### src/rtl/pipe_hazard_ctrl.sv
// pipe_hazard_ctrl: 5-stage stall/flush sequencer (load-use, taken branch, dmem wait with timeout); in: hazard/mem status, out: stage enables/flushes, mem_timeout, stall_cnt, state_o
module pipe_hazard_ctrl #(
   parameter int REG_W       = 5,
   parameter int MEM_TIMEOUT = 15,
   parameter int CNT_W       = 16
) (
   input  logic             clk,
   input  logic             reset,
   input  logic [REG_W-1:0] id_rs,
   input  logic [REG_W-1:0] id_rt,
   input  logic             id_uses_rt,
   input  logic [REG_W-1:0] ex_desreg,
   input  logic             ex_memread,
   input  logic             ex_branch_taken,
   input  logic             mem_req,
   input  logic             mem_ready,
   output logic             pc_en,
   output logic             ifid_en,
   output logic             ifid_flush,
   output logic             idex_en,
   output logic             idex_flush,
   output logic             exmem_en,
   output logic             memwb_en,
   output logic             memwb_bubble,
   output logic             mem_timeout,
   output logic [CNT_W-1:0] stall_cnt,
   output logic [1:0]       state_o
);
   typedef enum logic [1:0] {RUN = 2'd0, MEM_WAIT = 2'd1, ERR = 2'd2} state_t;
   localparam logic [7:0] TIMEOUT = 8'(MEM_TIMEOUT);
   state_t           state_q, state_d;
   logic [7:0]       wait_cnt_q, wait_cnt_d;
   logic             mem_timeout_q, mem_timeout_d;
   logic [CNT_W-1:0] stall_cnt_q, stall_cnt_d;
   logic             load_use, freeze, lu_stall;
   always_comb begin
      load_use      = ex_memread && ex_desreg != '0 &&
                      (ex_desreg == id_rs || (id_uses_rt && ex_desreg == id_rt));
      freeze        = state_q == ERR || (!mem_ready && (state_q == MEM_WAIT || mem_req));
      lu_stall      = load_use && !ex_branch_taken;
      pc_en         = !reset && !freeze && !lu_stall;
      ifid_en       = reset || (!freeze && !lu_stall);
      ifid_flush    = reset || (!freeze && ex_branch_taken);
      idex_en       = reset || !freeze;
      idex_flush    = reset || (!freeze && (ex_branch_taken || load_use));
      exmem_en      = reset || !freeze;
      memwb_en      = 1'b1;
      memwb_bubble  = reset || freeze;
      state_d       = (state_q == RUN && mem_req && !mem_ready) ? MEM_WAIT :
                      (state_q == MEM_WAIT && mem_ready) ? RUN :
                      (state_q == MEM_WAIT && wait_cnt_q == TIMEOUT) ? ERR : state_q;
      wait_cnt_d    = (state_d != MEM_WAIT) ? 8'd0 :
                      (state_q == MEM_WAIT) ? wait_cnt_q + 8'd1 : 8'd1;
      mem_timeout_d = mem_timeout_q || state_d == ERR;
      stall_cnt_d   = (!pc_en && stall_cnt_q != '1) ? stall_cnt_q + CNT_W'(1) : stall_cnt_q;
   end
   always_ff @(posedge clk) begin
      if (reset) begin
         state_q       <= RUN;
         wait_cnt_q    <= 8'd0;
         mem_timeout_q <= 1'b0;
         stall_cnt_q   <= '0;
      end else begin
         state_q       <= state_d;
         wait_cnt_q    <= wait_cnt_d;
         mem_timeout_q <= mem_timeout_d;
         stall_cnt_q   <= stall_cnt_d;
      end
   end
   assign mem_timeout = mem_timeout_q;
   assign stall_cnt   = stall_cnt_q;
   assign state_o     = state_q;
endmodule
### config.mk
export PLATFORM = sky130hd
export DESIGN_NAME = pipe_hazard_ctrl
export DESIGN_NICKNAME = d
export VERILOG_FILES = /design/src/rtl/pipe_hazard_ctrl.sv
export SDC_FILE = /design/constraint.sdc
export NUM_CORES = 1
export LEC_CHECK = 0
export ABC_AREA = 1
export CAP_MARGIN = 10
export CORE_MARGIN = 4
export CORE_UTILIZATION = 50
export DETAILED_ROUTE_END_ITERATION = 8
export PLACE_DENSITY = 0.81
export SYNTH_ARGS = -nofsm -noshare
export SYNTH_HDL_FRONTEND = slang
export SYNTH_SLANG_ARGS = --single-unit
### constraint.sdc
create_clock -name clk -period 4.35 [get_ports clk]
set_input_delay 0.435 -clock clk [delete_from_list [all_inputs] [get_ports clk]]
set_output_delay 0.435 -clock clk [all_outputs]
set_load 0.02 [all_outputs]
* After elaboration in Yosys (flattened, before gate mapping)
Index checks and enable logic that the tools add are counted.
Storage, ports and cells: flip-flop bits (word level) 27, input bits 22, word-level logic and storage cells 55
Cells by class: $add $sub $neg 2, equality and inequality tests 8, multiplexer cells 4, bitwise logic cells 1, reduce and logical (&&, ||, !) cells 35
Operators by type and width (count):
- adder 16 x 1 -> 16 bit (second input constant) | 1
- inequality test 16 bit (second input constant) | 1
- logical AND 1 bit | 15
- equality test 5 bit | 2
- logical OR 1 bit | 10
- adder 8 x 1 -> 8 bit (second input constant) | 1
- equality test 8 x 4 -> 1 bit (second input constant) | 1
- logical NOT 1 bit | 6
- 2-to-1 mux 2 bit | 3
- nonzero test 5 bit | 1
- equality test 2 bit (second input constant) | 2
- OR reduction 3 bit | 1
- equality test 2 x 1 -> 1 bit (second input constant) | 1
- logical NOT 2 bit | 1
- inequality test 2 x 1 -> 1 bit (second input constant) | 1
- OR reduction 2 bit | 1
- 2-to-1 mux 1 bit | 1
- inverter 1 bit | 1

* Longest topological paths before layout
Gate-level depths: netlist (run 1).
word-level depth 9, gate-level depth with buffers 12, gate-level depth less buffers 12

* Least setup slack after synthesis (run 1)
OpenSTA, ideal clock, no wires.
path kind reg2out, start register state_q[1] (netlist: state_o[1]), end output idex_flush, arrival time 1.734 ns, required time 3.915 ns, path slack 2.181 ns, cell stages (with the launch flop) 8, path buffers 0, cells stage by stage dfxtp_1 -> inv_1 -> nand2_1 -> inv_1 -> a21oi_2 -> inv_1 -> o21ai_0 -> a31o_2
On the way: cells in the longest elaborated chain, start to end 7, elaborated cells on any way between the ends 8, classes of those cells eq/ne: 2; reduce/logical: 6
RTL lines:
- start: declaration | RTL line 31 | state_t state_q, state_d;
- start signal: assignment | RTL line 64 | state_q <= state_d;
- equality test 2 x 1 -> 1 bit | RTL line 39 | freeze = state_q == ERR || (!mem_ready && (state_q == MEM_WAIT || mem_req));
- logical OR 1 bit | RTL line 39
- logical AND 1 bit | RTL line 39
- logical OR 1 bit * | RTL line 39
- logical NOT 1 bit * | RTL line 45 | idex_flush = reset || (!freeze && (ex_branch_taken || load_use));
- logical AND 1 bit * | RTL line 45
- logical OR 1 bit * | RTL line 45
- end: declaration | RTL line 21 | output logic idex_flush,
Mark *: on every way between the ends. The rest lies on a longest branch, timed or not.

* Final worst setup path (run 1)
start input mem_ready, end output pc_en
On the way: cells in the longest elaborated chain, start to end 6
RTL lines:
- start: declaration | RTL line 16 | input logic mem_ready,
- logical NOT 1 bit | RTL line 39
- logical AND 1 bit | RTL line 39
- logical OR 1 bit | RTL line 39
- logical NOT 1 bit | RTL line 41 | pc_en = !reset && !freeze && !lu_stall;
- logical AND 1 bit (2 in a row) | RTL line 41
- end: declaration | RTL line 17 | output logic pc_en,
Every way passes these cells.

==> results of run 1 <==
-- metrics by stage --
stage	instances	power (mW)	hold WS [ns]	utilization (%)	setup WS (ns)
3_5_place_dp	360	0.356	0.453	68.8	1.44
6_report	364	0.463	0.471	69.8	1.43
5_1_grt	364	0.490	0.522	69.8	1.22
3_3_place_gp	360	0.355	0.451	68.8	1.47
2_1_floorplan	276	0.315	0.432	-	2.18
4_1_cts	364	0.468	0.473	69.8	1.43
-- routing by layer --
metal | track usage, % | part of all wire [%]
met1 | 22.1 | 48
met2 | 28.9 | 46
met3 | 4.59 | 5.1
met4 | 3.30 | 0.25
met5 | 0 | 0
-- power by group --
part	internal (mW)	total, mW	switching [mW]
logic	0.0458	0.0949	0.0491
clock network	0.0352	0.112	0.0764
registers	0.252	0.256	0.00462
total	0.333	0.463	0.130
-- cell type report --
cell class	count	area share (%)
Inverter	47	8.08
Tap cell	44	2.52
Multi-Input combinational cell	194	41.3
Sequential cell	27	24.8
Timing Repair Buffer	48	21.9
Clock inverter	1	0.344
Clock buffer	3	1.03
-- flip-flops by register name, summed over array words and instances, names as in the netlist --
register,flops
mem_timeout,1
stall_cnt,16
state_o,2
wait_cnt_q,8
-- logic make-up (layout without fill, tap and decap cells) --
kind of cell	after synthesis	in the layout	synth area share, %
compound gates	25	25	8.49
xor+xnor	5	5	2.61
fa+ha+maj	2	2	1.49
buf+inv	55	99	14.1
flops	27	27	32.2
other cells	1	1	0.223
simple gates	161	161	40.9
-- layout by cell type (no fill, tap or decap) --
cell type / netlist / layout
nand2_1: 74 / 74
inv_1: 47 / 47
nor2_1: 47 / 47
clkdlybuf4s50_1: 0 / 47
nand3_1: 28 / 28
dfxtp_1: 27 / 27
a21oi_1: 18 / 18
nor3_1: 4 / 4
o21ai_0: 3 / 3
nand3b_1: 3 / 3
xor2_1: 3 / 3
clkbuf_4: 0 / 3
xnor2_1: 2 / 2
nand4_1: 2 / 2
ha_1: 2 / 2
a21oi_2: 1 / 1
a31o_2: 1 / 1
or2_4: 1 / 1
nor2_4: 1 / 1
nand3_4: 1 / 1
o2111a_1: 1 / 1
a22o_1: 1 / 1
conb_1: 1 / 1
clkinvlp_4: 0 / 1
buf_4: 3 / 1
-- path summary, 6_finish.rpt --
kind / cells past startpoint / endpoint
worst max-delay path: 11 / pc_en
worst min-delay path: 1 / wait_cnt_q[0]
worst max register to register: 11 / stall_cnt[6]
worst min register to register: 1 / wait_cnt_q[0]
==> run_results.csv, run 1 <==
group,metric,value,unit
yosys,synth_top_area_share,32.2,%
sta,fmax,342,MHz
grt,grt_max_degree,33,
routing,wl_per_cell,9.77,um
worst_setup_path,path_cells,"clkdlybuf4s50_1 -> inv_1 -> nand2_1 -> o21ai_0 -> a21oi_2 -> inv_1 -> nor2_1 -> nand2_1 -> buf_4 -> inv_1 -> clkdlybuf4s50_1",
worst_setup_path,crit_start,"mem_ready",
finish,syn2layout_area_growth,30.0,%
placement,port_buffers,47,
sta,tns,0,ns
clocking,clk_pin_slew_worst_paths,0.15,ns
finish,fin_nets,345,
sta,finalMaxSlewViolations,0,
finish,seq_area,541,um2
routing,firstDrtPassIters,4,
die,ios,49,
worst_setup_path,setup.worst_path.start_class,"input pin",
grt,antenna_found_initial,0,
worst_setup_path,crit_path_frequent_cell,"inv_1",
yosys,yosys_most_used_dff,"dfxtp_1",
die,die_h,66.0,um
worst_setup_path,rr_startpoint,"stall_cnt[0]",
sta,skew,0.00220,ns
yosys,synth_edf_count,0,
status,status,"complete, no violations",
grt,grt_first_pass_wirelength,6110,um
routing,vias,1729,
routing,drtIter0Drc,124,
grt,grt_pass1_vias,1495,
clocking,cts_tree,"done",
worst_setup_path,cp-end-kind,"primary output",
worst_setup_path,crit_path_top_delay_cell,"clkdlybuf4s50_1",
yosys,syn_inst,276,
yosys,syn_nets,300,
clocking,cts_inserted_buffers,3,
grt,grt-ovfl-total,0,
clocking,clock-sinks,27,
yosys,synth_common_cells,"nand2_1 (74), inv_1 (47), nor2_1 (47)",
routing,wl,3560,um
placement,dp_hpwl,2770,um
yosys,yosysMostFrequentCell,"nand2_1",
die,core,0.00313,mm2
yosys,synth.distinct_cells,24,
placement,routabilityCongestion,0.772,
sta,grt_setup_unrepaired,"false",
die,start_util,53.7,%
worst_hold_path,min_path_type,"reg2reg",
die,dieArea,0.00435,mm2
finish,n_antenna_cell,0,
yosys,yosysWarnings,0,
routing,ant_nets,0,
power,power.leakage,1.01,nW
worst_setup_path,worst-path-max-fanout,32,
yosys,async_flop_share,0,%
clocking,ctsResizeCount,0,
clocking,cts_setup_buffers,0,
placement,place_area,0.00215,mm2
worst_setup_path,critPathRequiredTime,3.91,ns
finish,stdcell_area,0.00218,mm2
worst_setup_path,critPathTopFamily,"buffers and inverters",
grt,grt_usage,17.2,%
finish,multi_input_area,902,um2
sta,min_period,2.92,ns
clocking,cts_max_level,1,
clocking,cts-root-buf,"clkbuf_4",
sta,timing.final.crit_share,67.2,%
job,cap_violations,0,
sta,setup_viol,0,
die,num_rows,20,
clocking,clk_latency,0.32,ns
yosys,synthesis.area,0.00168,mm2
clocking,ctsLongestPathBuffers,2,
power,pwr_density_cell,212,mW/mm2
routing,avgViaCountPerCell,4.75,
worst_setup_path,r2r_slack,2.58,ns
yosys,ys_top_cells_by_area,"dfxtp_1 (32%), nand2_1 (17%), inv_1 (11%)",
clocking,cts_hold_buf,0,
sta,worst_pin_slew,0.597,ns
worst_setup_path,crit_type,"in2out",
worst_setup_path,crit_arrival,2.49,ns
yosys,ys_ff_latch,27,
yosys,synth_top_cell_by_area,"dfxtp_1",
yosys,synth.avg_cell_area,6.08,um2
worst_hold_path,min_from,"wait_cnt_q[0]",
worst_setup_path,critPathMaxStageDelay,0.59,ns
sta,hold_viol_final,0,
sta,relSlewSlack,60.2,%
power,ir_worst_vdd,0.000146,V
finish,fillers,281,
worst_setup_path,path_buf_inv,6,
finish,final_layout_size_suffix_gt1_share,3.13,%
yosys,yosysSeqAreaShare,32.2,%
die,die_x,66.0,um
routing,drc_errors,0,
Note: power is estimated with default switching activity, not from simulation.
==> run 2, diff against run 1 <==
--- a/config.mk
+++ b/config.mk
@@ -8,9 +8,9 @@
 export ABC_AREA = 1
 export CAP_MARGIN = 10
 export CORE_MARGIN = 4
-export CORE_UTILIZATION = 50
+export CORE_UTILIZATION = 43
 export DETAILED_ROUTE_END_ITERATION = 8
-export PLACE_DENSITY = 0.81
+export PLACE_DENSITY = 0.74
 export SYNTH_ARGS = -nofsm -noshare
 export SYNTH_HDL_FRONTEND = slang
 export SYNTH_SLANG_ARGS = --single-unit
==> constraint.sdc (replaced) <==
create_clock -name clk -period 2.57 [get_ports clk]
set_input_delay 0.257 -clock clk [delete_from_list [all_inputs] [get_ports clk]]
set_output_delay 0.257 -clock clk [all_outputs]
set_load 0.02 [all_outputs]
==> run 2 against run 1 <==
Cell area rose by 1.4%. Final cell count rose by 1.4%. Clock power rose by 130%. Critical path type unchanged. Largest cell class unchanged.
==> run_results.csv, run 2 (synthesis gave the netlist of run 1 again) <==
group,metric,value,unit
status,status,"complete, no violations",
finish,final_layout_size_suffix_gt1_share,3.43,%
routing,ant_nets,0,
finish,final_common_cell,"nand2_1",
sta,skew,0.00348,ns
worst_setup_path,crit_arrival,2.09,ns
worst_setup_path,path_cells,"clkdlybuf4s50_1 -> inv_1 -> nand2_1 -> o21ai_0 -> a21oi_2 -> inv_1 -> nor2_1 -> nand2_1 -> inv_1 -> clkdlybuf4s50_1",
finish,syn2layout_area_growth,31.8,%
routing,vias,1742,
worst_setup_path,critPathTopFamily,"buffers and inverters",
worst_setup_path,crit_path_frequent_cell,"inv_1",
worst_setup_path,critPathMaxStageDelay,0.60,ns
grt,antenna_found_initial,0,
worst_setup_path,crit_path_top_delay_cell,"clkdlybuf4s50_1",
grt,grt-ovfl-total,0,
power,power.leakage,1.02,nW
power,pwr_density_cell,383,mW/mm2
placement,dp_hpwl,2910,um
sta,finalMaxSlewViolations,0,
sta,setup_viol,0,
sta,min_period,2.34,ns
clocking,cts-root-buf,"clkbuf_8",
sta,hold_ws,0.470,ns
finish,stdcell_area,0.00221,mm2
finish,largest_register_ffs,16,
die,core,0.00372,mm2
clocking,ctsLongestPathBuffers,2,
job,cap_violations,0,
clocking,cts_max_level,1,
finish,n_antenna_cell,0,
worst_setup_path,worst-path-max-fanout,4,
worst_setup_path,setup.worst_path.start_class,"input pin",
clocking,cts_inserted_buffers,3,
placement,routabilityCongestion,0.727,
die,die_x,70.5,um
power,ir_worst_vdd,0.000217,V
routing,avgViaCountPerCell,4.72,
grt,grt_max_degree,32,
sta,fmax,427,MHz
worst_hold_path,min_path_type,"reg2reg",
worst_setup_path,path_buf_inv,5,
clocking,cts_setup_buffers,0,
clocking,ctsResizeCount,0,
routing,drc_errors,0,
die,start_util,45.2,%
sta,timing.final.crit_share,91.1,%
sta,grt_setup_unrepaired,"false",
clocking,clk_pin_slew_worst_paths,0.10,ns
finish,fin_nets,346,
finish,post-route-util,59.6,%
placement,port_buffers,47,
clocking,cts_tree,"done",
sta,tns,0,ns
grt,grt_first_pass_wirelength,6780,um
routing,drtIter0Drc,113,
clocking,clock-sinks,27,
clocking,clk_latency,0.28,ns
routing,wl,3700,um
finish,layout_common_cells,"nand2_1 (74), inv_1 (47), nor2_1 (47), clkdlybuf4s50_1 (47), nand3_1 (28)",
clocking,cts_hold_buf,0,
routing,wl_per_cell,10.0,um
worst_setup_path,crit_type,"in2out",
routing,firstDrtPassIters,4,
worst_setup_path,critPathRequiredTime,2.31,ns
die,ios,49,
sta,hold_viol_final,0,
die,dieArea,0.00497,mm2
die,num_rows,22,
placement,place_area,0.00216,mm2
die,die_h,70.5,um
worst_setup_path,cp-end-kind,"primary output",
grt,grt_usage,16.2,%
grt,grt_pass1_vias,1705,
==> run 2: final timing paths <==
| path | start | end | slack, ns | cells after the start |
|---|---|---|---|---|
| worst min-delay path | wait_cnt_q[0] | wait_cnt_q[0] | 0.47 | 1 |
| worst max-delay path | mem_ready | pc_en | 0.23 | 10 |
| worst max register to register | stall_cnt[0] | stall_cnt[9] | 0.79 | 9 |
| worst min register to register | wait_cnt_q[0] | wait_cnt_q[0] | 0.47 | 1 |
==> run 2: power by group <==
| part | total (mW) | internal, mW | switching, mW |
|---|---|---|---|
| Combinational | 0.163 | 0.0786 | 0.0841 |
| Sequential | 0.433 | 0.425 | 0.00772 |
| Clock | 0.252 | 0.110 | 0.142 |
==> run 2: layout make-up <==
class	count	area, um2
fillers	380	1500
multi-input cells	194	902
flip-flops and latches	27	541
repair buffers	49	485
inverters	47	176
well taps	48	60.1
clock buffers	3	41.3
clock inverters	1	7.51
==> run 2: routing by layer <==
metal,vias up,part of all wire [%],GRT usage (%)
met4,0,1.2,4.47
met1,765,46,19.4
met3,4,6.0,4.46
met2,32,46,28.2
met5,-,0,0
li1,941,-,-
==> run 2: per-stage QoR <==
step,setup WS [ns],total power [mW],instances
floorplan,0.579,0.533,276
global placement,0.219,0.603,365
detailed placement,0.194,0.605,365
CTS,0.194,0.857,369
global route,0.0121,0.889,369
finish,0.228,0.848,369
